--- config.mk ---
export PLATFORM = sky130hd
export DESIGN_NAME = adsr_env
export DESIGN_NICKNAME = d
export VERILOG_FILES = /design/src/rtl/adsr_env.sv
export SDC_FILE = /design/constraint.sdc
export NUM_CORES = 1
export LEC_CHECK = 0
export BUFFER_PORTS_ARGS = -buffer_cell sky130_fd_sc_hd__buf_4
export CAP_MARGIN = 20
export CORE_ASPECT_RATIO = 1.75
export CORE_MARGIN = 3
export CORE_UTILIZATION = 61
export CTS_CLUSTER_DIAMETER = 60
export DETAILED_ROUTE_END_ITERATION = 10
export GPL_TIMING_DRIVEN = 1
export PLACE_DENSITY = 0.88
export SLEW_MARGIN = 20
export SYNTH_ARGS = -nofsm -noshare
export SYNTH_HDL_FRONTEND = slang
export SYNTH_SLANG_ARGS = --single-unit
--- constraint.sdc ---
create_clock -name clk -period 5.75 [get_ports clk]
set_input_delay 0.2875 -clock clk [delete_from_list [all_inputs] [get_ports clk]]
set_output_delay 0.2875 -clock clk [all_outputs]
set_load 0.1 [all_outputs]
--- src/rtl/adsr_env.sv ---
// rtl/adsr_env.sv - per-voice ADSR envelope generator
// Gate edges start attack/release; a per-phase prescaler paces the 8-bit envelope steps.
module adsr_env #(
   parameter int BASE_PERIOD = 9,
   parameter int CNT_W       = 24
) (
   input  logic       clk,
   input  logic       rst_n,
   input  logic       gate,
   input  logic [3:0] attack_rate,
   input  logic [3:0] decay_rate,
   input  logic [3:0] sustain_lvl,
   input  logic [3:0] release_rate,
   output logic [7:0] envelope,
   output logic [2:0] state
);

   typedef enum logic [2:0] {
      S_IDLE    = 3'd0,
      S_ATTACK  = 3'd1,
      S_DECAY   = 3'd2,
      S_SUSTAIN = 3'd3,
      S_RELEASE = 3'd4
   } state_t;

   localparam logic [CNT_W-1:0] CNT_ONE = CNT_W'(1);

   state_t           st_q, st_d;
   logic [7:0]       env_q, env_d;
   logic [CNT_W-1:0] cnt_q, cnt_d;
   logic [CNT_W-1:0] period;
   logic [3:0]       rate;
   logic [7:0]       sus8;
   logic             gate_q;
   logic             rise, fall;
   logic             gated_phase, edge_evt;
   logic             active, tick;

   assign rise        = gate & ~gate_q;
   assign fall        = ~gate & gate_q;
   assign sus8        = {sustain_lvl, sustain_lvl};
   assign gated_phase = (st_q == S_ATTACK) || (st_q == S_DECAY) || (st_q == S_SUSTAIN);
   // A gate edge overrides any tick or level transition in the same cycle.
   assign edge_evt    = rise | (fall & gated_phase);
   assign active      = (st_q == S_ATTACK) || (st_q == S_DECAY) || (st_q == S_RELEASE);

   always_comb begin
      rate = 4'd0;
      case (st_q)
         S_ATTACK:  rate = attack_rate;
         S_DECAY:   rate = decay_rate;
         S_RELEASE: rate = release_rate;
         default:   rate = 4'd0;
      endcase
   end

   // Rates are live, so a lowered rate mid-count ticks on the next edge via >=.
   assign period = CNT_W'(BASE_PERIOD) << rate;
   assign tick   = active && (cnt_q >= (period - CNT_ONE));

   always_ff @(posedge clk or negedge rst_n) begin
      if (!rst_n) begin
         st_q   <= S_IDLE;
         env_q  <= 8'd0;
         cnt_q  <= '0;
         gate_q <= 1'b0;
      end else begin
         st_q   <= st_d;
         env_q  <= env_d;
         cnt_q  <= cnt_d;
         gate_q <= gate;
      end
   end

   always_comb begin
      st_d = st_q;
      if (rise) begin
         st_d = S_ATTACK;
      end else if (fall && gated_phase) begin
         st_d = S_RELEASE;
      end else begin
         case (st_q)
            S_ATTACK:  if (tick && (env_q >= 8'd254)) st_d = S_DECAY;
            S_DECAY:   if (env_q <= sus8) st_d = S_SUSTAIN;
            S_SUSTAIN: if (sus8 < env_q) st_d = S_DECAY;
            S_RELEASE: if (env_q == 8'd0) st_d = S_IDLE;
            default:   st_d = st_q;
         endcase
      end
   end

   always_comb begin
      env_d = env_q;
      cnt_d = '0;
      if ((st_d == st_q) && active) begin
         cnt_d = tick ? '0 : (cnt_q + CNT_ONE);
      end
      if (!edge_evt) begin
         case (st_q)
            S_IDLE:    env_d = 8'd0;
            S_ATTACK:  if (tick && (env_q != 8'hFF)) env_d = env_q + 8'd1;
            S_DECAY:   if (tick && (env_q > sus8)) env_d = env_q - 8'd1;
            S_RELEASE: if (tick && (env_q != 8'd0)) env_d = env_q - 8'd1;
            default:   env_d = env_q;
         endcase
      end
   end

   assign envelope = env_q;
   assign state    = st_q;

endmodule

### Word-level counts from Yosys, hierarchy flattened

Index checks and enable logic that the tools add are counted.

| storage, ports and cells | value |
|---|---|
| output and inout bits | 11 |
| logic and storage cells | 59 |
| bits in registers | 36 |
| input bits | 19 |

| cells by class | value |
|---|---|
| shift-type cells | 1 |
| $lt $le $gt $ge | 5 |
| equality and inequality tests | 9 |
| reduce and logical (&&, ||, !) cells | 15 |
| bitwise operators | 7 |
| $add $sub $neg | 4 |
| muxes and demuxes | 14 |

Operators by type and width:

| cell | count |
|---|---|
| two-way mux 24 bit | 2 |
| one-hot mux 8 bit (4 select lines) | 1 |
| adder 24 x 1 -> 24 bit, second input constant | 1 |
| greater-or-equal comparator 24 bit | 1 |
| two-way mux 8 bit | 3 |
| << shifter 4 x 4 -> 24 bit, first input constant | 1 |
| subtractor 24 x 1 -> 24 bit, second input constant | 1 |
| two-way mux 3 bit | 6 |
| one-hot mux 3 bit (4 select lines) | 1 |
| one-hot mux 4 bit (3 select lines) | 1 |
| adder 8 x 1 -> 8 bit, second input constant | 1 |
| greater-or-equal comparator 8 bit, second input constant | 1 |
| > comparator 8 bit | 1 |
| <= comparator 8 bit | 1 |
| zero test 8 bit | 1 |
| < comparator 8 bit | 1 |
| inequality test 8 bit, second input constant | 1 |
| nonzero test 8 bit | 1 |
| subtractor 8 x 1 -> 8 bit, second input constant | 1 |
| logical AND 1 bit | 7 |
| equality test 3 x 2 -> 1 bit, second input constant | 2 |
| inequality test 2 x 1 -> 1 bit, second input constant | 3 |
| AND reduction 5 bit | 1 |
| nonzero test 4 bit | 1 |
| 8 further kinds | 14 |

### Logic depth before layout (Yosys ltp)

Gate-level depths: netlist of the first run.

| depth | value |
|---|---|
| word-level depth | 14 |
| mapped depth | 23 |
| mapped depth without buffers | 21 |

### Worst setup path after synthesis of the first run

OpenSTA, ideal clock, no wires.

| path | value |
|---|---|
| kind | flip-flop to flip-flop |
| start | register st_q[0], in the netlist state[0] |
| end | register env_q[0], in the netlist envelope[0] |
| stages on the path, launching flop included | 23 |
| required time | 5.625 ns |
| path slack | 0.733 ns |
| arrival | 4.892 ns |
| period minus slack after synthesis | 5.017 ns |
| setup time | 0.125 ns |
| buffers on the path | 3 |
| cell sequence | dfrtp_1 -> buf_4 -> and4bb_1 -> a221oi_4 -> ha_1 -> clkbuf_1 -> inv_1 -> a21oi_1 -> o31a_2 -> and3_1 -> nand2_1 -> a21oi_2 -> a21oi_1 -> ha_1 -> a21o_1 -> a21o_1 -> a21oi_1 -> nor2_1 -> a211oi_1 -> nand3_1 -> and3_1 -> clkbuf_1 -> mux2_2 |

| on the way | value |
|---|---|
| longest elaborated chain between the ends | 9 |
| elaborated cells between the ends (all ways) | 25 |
| those cells by class | add/sub: 1; order compare: 1; eq/ne: 7; shift: 1; mux: 2; bitwise: 3; reduce/logical: 10 |

RTL lines:

| what | RTL line | RTL |
|---|---|---|
| from (decl) | 28 | `state_t st_q, st_d;` |
| from (signal assigned) | 68 | `st_q <= st_d;` |
| equality test 3 bit (tied with other cells) | 45, 49, 99 |  |
| one-hot mux 4 bit (3 select lines) | 49 | `case (st_q)` |
| << shifter 4 x 4 -> 24 bit | 58 | `assign period = CNT_W'(BASE_PERIOD) << rate;` |
| subtractor 24 x 1 -> 24 bit | 59 | `assign tick = active && (cnt_q >= (period - CNT_ONE));` |
| greater-or-equal comparator 24 bit | 59 |  |
| logical AND 1 bit | 59 |  |
| logical AND 1 bit (on tied branches) | 103, 101, 102 |  |
| inequality test 2 x 1 -> 1 bit (no line) | -- |  |
| AND reduction 5 bit (no line) | -- |  |
| to (signal assigned) | 69 | `env_q <= env_d;` |
| to (decl) | 29 | `logic [7:0] env_q, env_d;` |

Several ways; a longest one is shown, not always the timed one.
A chain may end at the register's enable or synchronous reset.

### Worst setup path in the final report of the first run

| path | value |
|---|---|
| start | register st_q[1], in the netlist state[1] |
| end | register env_q[0], in the netlist envelope[0] |

The elaborated chain is that of the path after synthesis.

==> run_results.csv, run 1 <==
group,metric,value,unit
run_status,status,"finished, final reports clean",
sta,fin_skew,6.56,ps
job,cap_violations,0,
setup_path,cp_slowest_cell,"dfrtp_1",
cts,clkTransAtPathRegs,70,ps
detailed_routing,viasPerCell,6.43,
floorplan,die_width,63.5,µm
cts,cts_buffer_depth,2,
grt,grt_pass1_vias,3403,
cells_and_area,drive_gt1_share,13.4,%
floorplan,dieArea,6780,µm²
setup_path,cp-end-kind,"flop",
cells_and_area,layout_common_cells,"nor2_1, ha_1, dfrtp_1, nand2_1, buf_4",
cts,clock-root-buffer,"clkbuf_8",
cts,cts_made_buffers,5,
grt,grt_overflow,0,
sta,hold_viol,0,
cts,clk_latency,290,ps
detailed_routing,wl_per_cell,17.8,µm
setup_path,ff2ff_path_depth,18,
cts,cts.htree.levels,2,
power,powerDensity,231,nW/µm²
placed_design,gp_congestion,0.941,
sta,setup_violations,0,
power,p_clk_share,24.1,%
sta,timing.fmax,0.186,GHz
synthesis,synthCells,412,
synthesis,synth_edf_count,0,
sta,whs,134,ps
power,p_sw_share,40.0,%
synthesis,synthArstFlopShare,100,%
grt,antenna_found_initial,0,
detailed_routing,route.vias.total,3314,
cells_and_area,nNetsFinal,500,
synthesis,syn_area,3530,µm²
setup_path,crit_chain,"nor3b_4, a211o_1, nor3_1, nand2_1, ha_1, a21boi_2, nand3b_4, mux2i_1, o311ai_1, o21ai_1, ha_1, a21o_1, a21o_1, a41o_1, o311ai_1, nand3_1, o21ai_1, mux2_2",
setup_path,crit_start,"state[1]",
detailed_routing,remaining_drc_errors,0,
synthesis,yosys_warnings,0,
synthesis,synthSimpleGateAreaFrac,23.3,%
cts,cts_tree,"done",
cells_and_area,syn_to_final_growth,10.9,%
sta,period_share,93.7,%
setup_path,cp_max_fo,18,
synthesis,syn_area_per_cell,8.58,µm²
synthesis,syn-num-nets,474,
hold_path,hp-class,"in2reg",
floorplan,die_y,107,µm
placed_design,place_hpwl,7210,µm
setup_path,critPathLaunchType,"flop",
grt,track_usage,29.3,%
synthesis,synth_compound_area_share,22.6,%
floorplan,num_rows,36,
detailed_routing,routed_wl,9170,µm
sta,tns,0,ps
setup_path,cp_num_buf_inv,0,
setup_path,critical_path_arrival,5620,ps
synthesis,ys_seq_elements,36,
power,ir_drop,0.000164,V
detailed_routing,first_pass_iters,5,
power,combPwrFrac,45.9,%
grt,grt_max_degree,37,
setup_path,r2r_start,"state[1]",
cells_and_area,fill_cells,489,
synthesis,synth_top_family_by_area,"simple AND/OR/NAND/NOR gates",
synthesis,synth-seq-area-share,25.5,%
floorplan,start_util,63.3,%
detailed_routing,drt_iter0_drc,258,
power,pwr-share-seq,30.0,%
setup_path,crit_required,5980,ps
synthesis,synthXorXnorAreaFrac,8.43,%
setup_path,critPathTopFamily,"compound AO/OA/AOI/OAI gates",
setup_path,cp_num_cells,18,
sta,worst_pin_slew,960,ps
cells_and_area,final_common_cell,"nor2_1",
hold_path,worstHoldStart,"gate",
floorplan,fp.coreArea,5590,µm²
hold_path,min_path_cells,1,
sta,slew_violations,0,
placed_design,portBuffers,29,
setup_path,critical-path-max-stage-delay,690,ps
synthesis,synth_mux_area_share,1.20,%
synthesis,synth_cell_types,70,
sta,relSlewSlack,35.9,%
synthesis,ys.flop_type,"dfrtp_1",
grt,grt_pass1_wl,16000,µm
sta,period_needed,5390,ps
cts,cts_sinks,36,
power,switching_power,0.000361,W
power,total_leakage_power,1.94,nW
power,internal-power,0.000543,W
sta,grt_setup_unrepaired,"false",
synthesis,synthAdderAreaFrac,15.4,%
detailed_routing,ant_nets,0,
floorplan,ioPinCount,30,
cells_and_area,diodes,0,
setup_path,critical_path_class,"reg2reg",
[power groups by stage]
stage	registers, W	logic, W	clock network, W
after floorplan	0.000282	0.000300	0
final	0.000271	0.000415	0.000218
after CTS	0.000271	0.000408	0.000223
after detailed placement	0.000276	0.000404	0
after global routing	0.000273	0.000462	0.000235
after global placement	0.000275	0.000392	0
[kinds of logic (layout without fill, tap and decap cells)]
logic type,after synthesis,in the layout
AOI/OAI and AO/OA,105,105
xor gates and xnor gates,34,34
adders and majority gates,43,43
buffers and inverters,29,56
DFF,36,36
muxes,4,4
and+or+nand+nor,161,161
[per-stage QoR]
| step | util [%] | power (W) | cells | instance area, µm² | setup slack [ps] |
|---|---|---|---|---|---|
| 2_1_floorplan | - | 0.000582 | 412 | 3530 | 733 |
| 3_3_place_gp | 67.9 | 0.000667 | 506 | 3790 | 630 |
| 4_1_cts | 70.0 | 0.000902 | 515 | 3910 | 503 |
| 5_1_grt | 70.2 | 0.000969 | 515 | 3920 | 6.42 |
| 6_report | 70.2 | 0.000905 | 515 | 3920 | 360 |
| 3_5_place_dp | 67.9 | 0.000680 | 506 | 3790 | 551 |
[path summary, 6_finish.rpt]
check / end / slack [ps]
min in group asynchronous: cnt_q[18] / 510
max in group asynchronous: envelope[2] / 4900
setup reg to reg: envelope[0] / 360
setup / recovery: envelope[0] / 360
hold / removal: gate_q / 130
hold reg to reg: cnt_q[0] / 560
[sequential cells by signal, summed over array words and instances (netlist names)]
register and flops:
cnt_q 24, envelope 8, state 3, gate_q 1
[Yosys cell counts (all sizes together) (7+ instances only)]
| library cell | number | area, µm² |
|---|---|---|
| xor2 | 19 | 166 |
| dfrtp | 36 | 901 |
| nand2 | 34 | 128 |
| nand4 | 10 | 62.6 |
| nor3 | 8 | 40.0 |
| o21ai | 21 | 105 |
| a21oi | 16 | 83.8 |
| clkbuf | 7 | 26.3 |
| inv | 16 | 60.1 |
| a21o | 16 | 120 |
| and3 | 9 | 56.3 |
| nor2 | 55 | 216 |
| nand3 | 17 | 90.1 |
| ha | 42 | 526 |
| xnor2 | 15 | 131 |
[final cells by class]
type                            count  area, µm²  area share [%]
Timing Repair Buffer               32        243            6.19
Clock buffer                        6       72.6            1.85
Sequential cell                    36        901            23.0
Clock inverter                      2       35.0           0.894
Inverter                           16       60.1            1.53
Tap cell                           76       95.1            2.43
Multi-Input combinational cell    347       2510            64.1
[layer usage]
layer | vias to the layer above | global-route usage (%) | share of wire [%]
met5 | - | 0 | 0
met4 | 0 | 16.4 | 4.8
met3 | 44 | 4.72 | 4.3
met2 | 117 | 53.0 | 54
met1 | 1585 | 31.9 | 37
li1 | 1568 | - | -
[what timing repair did]
action	4_1_cts	5_1_grt
endpoints found under the hold margin	36	0
buffers inserted	0	0
setup endpoints to repair	0	6
hold buffers	1	0
gates resized for setup	0	1
Note: power is estimated with default switching activity, not from simulation.
==> run 2: changes to the inputs <==
--- a/config.mk
+++ b/config.mk
@@ -9,11 +9,11 @@
 export CAP_MARGIN = 20
 export CORE_ASPECT_RATIO = 1.75
 export CORE_MARGIN = 3
-export CORE_UTILIZATION = 61
+export CORE_UTILIZATION = 58
 export CTS_CLUSTER_DIAMETER = 60
 export DETAILED_ROUTE_END_ITERATION = 10
 export GPL_TIMING_DRIVEN = 1
-export PLACE_DENSITY = 0.88
+export PLACE_DENSITY = 0.85
 export SLEW_MARGIN = 20
 export SYNTH_ARGS = -nofsm -noshare
 export SYNTH_HDL_FRONTEND = slang
==> run 2 against run 1 <==
  * Non-clock buffer count grew 1
  * Utilization shrank 3.5 points
  * First-iteration DRC count grew 17%
==> run_results.csv, run 2 (synthesis results as in run 1) <==
group,metric,value,unit
cells_and_area,syn_to_final_growth,11.0,%
setup_path,crit_required,5990,ps
sta,hold_viol,0,
sta,fin_skew,6.24,ps
cells_and_area,regMostFlops,"cnt_q",
power,total_leakage_power,1.95,nW
cts,post_cts_buffers,0,
grt,grt_overflow,0,
cells_and_area,final_common_cell,"nor2_1",
grt,antenna_found_initial,0,
setup_path,cp_slowest_cell,"nor3b_4",
sta,worst_slack,400,ps
cells_and_area,drive_gt1_share,13.4,%
floorplan,die_y,109,µm
sta,worst_pin_slew,968,ps
placed_design,place_hpwl,6950,µm
cts,cts.htree.levels,2,
setup_path,cp_max_fo,15,
grt,grt_pass1_vias,3283,
grt,grt_pass1_wl,15000,µm
cts,cts_tree,"done",
sta,period_share,93.0,%
hold_path,hp-class,"in2reg",
detailed_routing,drt_iter0_drc,302,
cells_and_area,seq_area,901,µm²
floorplan,fp.coreArea,5880,µm²
power,powerDensity,231,nW/µm²
cells_and_area,nNetsFinal,501,
floorplan,dieArea,7100,µm²
setup_path,critical-path-max-stage-delay,600,ps
floorplan,die_width,65,µm
cells_and_area,diodes,0,
cells_and_area,fill_cells,482,
sta,setup_violations,0,
detailed_routing,route.vias.total,3305,
placed_design,dp_cells,509,
cts,cts_made_buffers,5,
setup_path,crit_chain,"nor3b_4, a221oi_4, inv_2, ha_1, inv_1, a2111o_1, o31ai_2, o31a_1, nand3b_4, mux2i_1, o311ai_1, o21ai_1, ha_1, a21o_1, a21o_1, a41o_1, o311ai_1, nand3_1, o21ai_1, mux2_2",
floorplan,start_util,60.1,%
floorplan,num_rows,37,
sta,grt_setup_unrepaired,"false",
placed_design,gp_congestion,0.998,
setup_path,cp_num_buf_inv,2,
cts,clk_latency,300,ps
job,cap_violations,0,
sta,period_needed,5350,ps
grt,grt_max_degree,37,
floorplan,ioPinCount,30,
detailed_routing,wl_met1,3350,µm
sta,timing.fmax,0.187,GHz
detailed_routing,wl_per_cell,17.3,µm
setup_path,critical_path_arrival,5590,ps
detailed_routing,ant_nets,0,
detailed_routing,wl_met3,422,µm
detailed_routing,viasPerCell,6.38,
cells_and_area,largest_register_ffs,24,
sta,whs,131,ps
detailed_routing,top_layer,"met4",
placed_design,dp_slack,517,ps
cts,cts_sinks,36,
cts,clkTransAtPathRegs,70,ps
setup_path,critPathTopFamily,"compound AO/OA/AOI/OAI gates",
cells_and_area,final_cells,518,
placed_design,portBuffers,29,
power,power.total,0.000907,W
setup_path,critPathLaunchType,"flop",
cts,cts_buffer_depth,2,
sta,tns,0,ps
sta,relSlewSlack,35.4,%
detailed_routing,remaining_drc_errors,0,
grt,track_usage,27.1,%
sta,slew_violations,0,
detailed_routing,dr_wl_met2,4840,µm
detailed_routing,routed_wl,8970,µm
cells_and_area,layout_common_cells,"nor2_1, ha_1, dfrtp_1, nand2_1, buf_4",
run_status,status,"finished, final reports clean",
cells_and_area,multi_input_area,2500,µm²
power,ir_drop,0.000164,V
detailed_routing,first_pass_iters,5,
setup_path,critical_path_class,"reg2reg",
cts,clock-root-buffer,"clkbuf_8",
setup_path,cp-end-kind,"flop",
[run 2: cell count changes in the layout (fill, tap and decap cells not counted), sizes merged]
cell / change
buf: +1
[run 2: worst reg2reg max path, cell delays in order, from the launching register on]
cell and delay (ps):
dfrtp_1 580, nor3b_4 610, a221oi_4 160, inv_2 170, ha_1 360, inv_1 140, a2111o_1 360, o31ai_2 140
o31a_1 200, nand3b_4 200, mux2i_1 220, o311ai_1 120, o21ai_1 100, ha_1 260, a21o_1 160, a21o_1 180
a41o_1 210, o311ai_1 90, nand3_1 280, o21ai_1 520, mux2_2 250
[run 2: path summary, 6_finish.rpt]
path / startpoint / to / slack (ps) / depth (start not counted)
min in group asynchronous: rst_n / cnt_q[22] / 480 / 2
hold / removal: gate / gate_q / 130 / 1
setup / recovery: state[0] / envelope[0] / 400 / 20
setup reg to reg: state[0] / envelope[0] / 400 / 20
max in group asynchronous: rst_n / envelope[1] / 4940 / 2
hold reg to reg: cnt_q[0] / cnt_q[0] / 560 / 1
[run 2: through the flow]
step	area [µm²]	util, %
finish	3920	66.7
global route	3920	66.7
CTS	3920	66.7
detailed placement	3800	64.7
global placement	3800	64.7
floorplan	3530	-
[run 2: layer usage]
| layer | vias up | track usage (%) |
|---|---|---|
| met4 | 0 | 13.6 |
| met2 | 133 | 49.6 |
| met1 | 1562 | 29.7 |
| met5 | - | 0 |
| met3 | 41 | 3.92 |
| li1 | 1569 | - |
[run 2: cell type report]
class	count	area share (%)
Clock buffer	6	1.85
Inverter	16	1.53
Tap cell	78	2.49
Clock inverter	2	0.893
Timing Repair Buffer	33	6.38
Multi-Input combinational cell	347	63.9
Sequential cell	36	23.0
[run 2: power breakdown]
group,internal [W],switching [W],leakage (nW)
clock,0.000129,0.0000929,0.0552
combinational,0.000156,0.000258,1.40
sequential,0.000258,0.0000126,0.495
[run 2: repair_timing]
action | 4_1_cts | 5_1_grt
hold buffers | 1 | 0
hold endpoints to repair | 36 | 0
resized for setup | 0 | 0
==> run 3: changes to the inputs <==
--- a/config.mk
+++ b/config.mk
@@ -9,11 +9,11 @@
 export CAP_MARGIN = 20
 export CORE_ASPECT_RATIO = 1.75
 export CORE_MARGIN = 3
-export CORE_UTILIZATION = 58
+export CORE_UTILIZATION = 45
 export CTS_CLUSTER_DIAMETER = 60
 export DETAILED_ROUTE_END_ITERATION = 10
 export GPL_TIMING_DRIVEN = 1
-export PLACE_DENSITY = 0.85
+export PLACE_DENSITY = 0.7
 export SLEW_MARGIN = 20
 export SYNTH_ARGS = -nofsm -noshare
 export SYNTH_HDL_FRONTEND = slang
==> run 3 against run 2 <==
  * Cell area grew 1.8%
  * Via count shrank 2.9%
  * Critical path depth shrank 1
  * Sequential share of layout area shrank 0.41 points
  * Clock skew shrank 1.7 ps
  * Non-clock buffer count shrank 1
  * Largest cell class unchanged
  * Largest power group unchanged
==> run_results.csv, run 3 (synthesis results as in run 1) <==
group,metric,value,unit
placed_design,dp_slack,548,ps
sta,timing.fmax,0.188,GHz
detailed_routing,ant_nets,0,
cts,cts_sinks,36,
detailed_routing,first_pass_iters,5,
placed_design,gp_congestion,0.999,
cts,post_cts_buffers,0,
sta,worst_pin_slew,1010,ps
setup_path,crit_start,"state[0]",
job,cap_violations,0,
setup_path,critical_path_arrival,5540,ps
power,ir_drop,0.000164,V
detailed_routing,wl_per_cell,16.4,µm
setup_path,critical-path-max-stage-delay,620,ps
cts,clk_latency,290,ps
detailed_routing,viasPerCell,6.09,
power,power.total,0.000983,W
floorplan,ioPinCount,30,
floorplan,num_rows,42,
setup_path,crit_chain,"nor3b_4, a221oi_4, inv_2, ha_1, inv_1, a2111o_1, o31ai_2, o31a_1, nand3b_4, mux2i_1, o311ai_1, o21ai_1, ha_1, a21o_1, a21o_1, o311ai_1, nand3_1, o21ai_1, mux2_2",
setup_path,cp_slowest_cell,"nor3b_4",
hold_path,hp-class,"in2reg",
cells_and_area,diodes,0,
sta,period_needed,5310,ps
grt,antenna_found_initial,0,
sta,hold_viol,0,
sta,setup_violations,0,
setup_path,critPathLaunchType,"flop",
sta,relSlewSlack,32.4,%
setup_path,cp_max_fo,15,
sta,period_share,92.4,%
detailed_routing,route.vias.total,3210,
grt,grt_max_degree,37,
sta,slew_violations,0,
cells_and_area,nNetsFinal,500,
cells_and_area,syn_to_final_growth,13.0,%
floorplan,die_y,123,µm
placed_design,portBuffers,29,
cells_and_area,regMostFlops,"cnt_q",
placed_design,place_hpwl,6770,µm
power,powerDensity,246,nW/µm²
grt,grt_overflow,0,
sta,grt_setup_unrepaired,"false",
detailed_routing,drt_iter0_drc,197,
run_status,status,"finished, final reports clean",
grt,grt_pass1_vias,3022,
grt,track_usage,20.4,%
cts,cts_tree,"done",
setup_path,crit_required,5980,ps
cells_and_area,final_common_cell,"nor2_1",
cts,cts_buffer_depth,2,
sta,fin_skew,4.51,ps
cts,clock-root-buffer,"clkbuf_16",
floorplan,fp.coreArea,7620,µm²
sta,tns,0,ps
cts,cts.htree.levels,2,
cells_and_area,layout_common_cells,"nor2_1, ha_1, dfrtp_1, nand2_1, buf_4",
cells_and_area,largest_register_ffs,24,
sta,worst_slack,439,ps
floorplan,dieArea,8990,µm²
setup_path,r2r_start,"state[0]",
cts,clkTransAtPathRegs,60,ps
setup_path,critical_path_class,"reg2reg",
power,total_leakage_power,1.97,nW
grt,grt_pass1_wl,14400,µm
setup_path,cp-end-kind,"flop",
floorplan,die_width,73.0,µm
detailed_routing,remaining_drc_errors,0,
cts,cts_made_buffers,5,
cells_and_area,drive_gt1_share,13.7,%
floorplan,start_util,46.4,%
hold_path,worstHoldStart,"gate",
sta,whs,140,ps
detailed_routing,routed_wl,8650,µm
## run 3: cell count changes in the layout (fill, tap and decap cells not counted), sizes merged
| cell | change |
|---|---|
| clkbuf | -1 |
| clkinvlp | +1 |
| buf | -1 |
## run 3: worst max-delay path: cells and delay by family, from the launching register on
family,cells,cell delay (ps)
compound gates,10,2230
fa+ha+maj,2,620
buf+inv,2,310
flops,1,590
mux,2,430
simple gates,3,1070
## run 3: metal layers
| layer | vias to the layer above | routed length (µm) | share of wire, % | track usage (%) |
|---|---|---|---|---|
| met5 | - | 0 | 0 | 0 |
| met4 | 0 | 255 | 2.9 | 9.70 |
| met3 | 18 | 278 | 3.2 | 2.93 |
| met2 | 83 | 4680 | 54 | 36.7 |
| met1 | 1532 | 3430 | 40 | 23.0 |
| li1 | 1577 | - | - | - |
## run 3: layout make-up
| class | instances | area, µm² |
|---|---|---|
| repair buffers | 32 | 243 |
| clock buffers | 5 | 125 |
| inverters | 16 | 60.1 |
| fillers | 737 | 3630 |
| well taps | 88 | 110 |
| flip-flops and latches | 36 | 901 |
| clock inverters | 3 | 42.5 |
| multi-input cells | 347 | 2510 |
## run 3: final timing paths
kind	endpoint	slack (ps)	depth (start not counted)
worst min-delay path	gate_q	140	1
worst max register to register	envelope[0]	440	19
min in group asynchronous	cnt_q[22]	500	2
worst max-delay path	envelope[0]	440	19
max in group asynchronous	envelope[4]	4920	2
worst min register to register	cnt_q[0]	550	1
## run 3: stage by stage
step                util (%)  instance area, µm²  instances
floorplan                  -                3530        412
global placement        50.0                3810        518
detailed placement      50.0                3810        518
CTS                     52.3                3990        527
global route            52.4                3990        527
finish                  52.4                3990        527
## run 3: power breakdown
group / leakage, nW / switching (W) / internal [W] / total (W)
clock network: 0.0798 / 0.000105 / 0.000203 / 0.000308
registers: 0.495 / 0.0000126 / 0.000259 / 0.000271
logic: 1.39 / 0.000250 / 0.000154 / 0.000404
## run 3: repair_timing
item / 4_1_cts / 5_1_grt
endpoints found under the hold margin: 36 / 0
endpoints found under the setup margin: 0 / 5
hold buffers: 1 / 0
gates resized for setup: 0 / 1
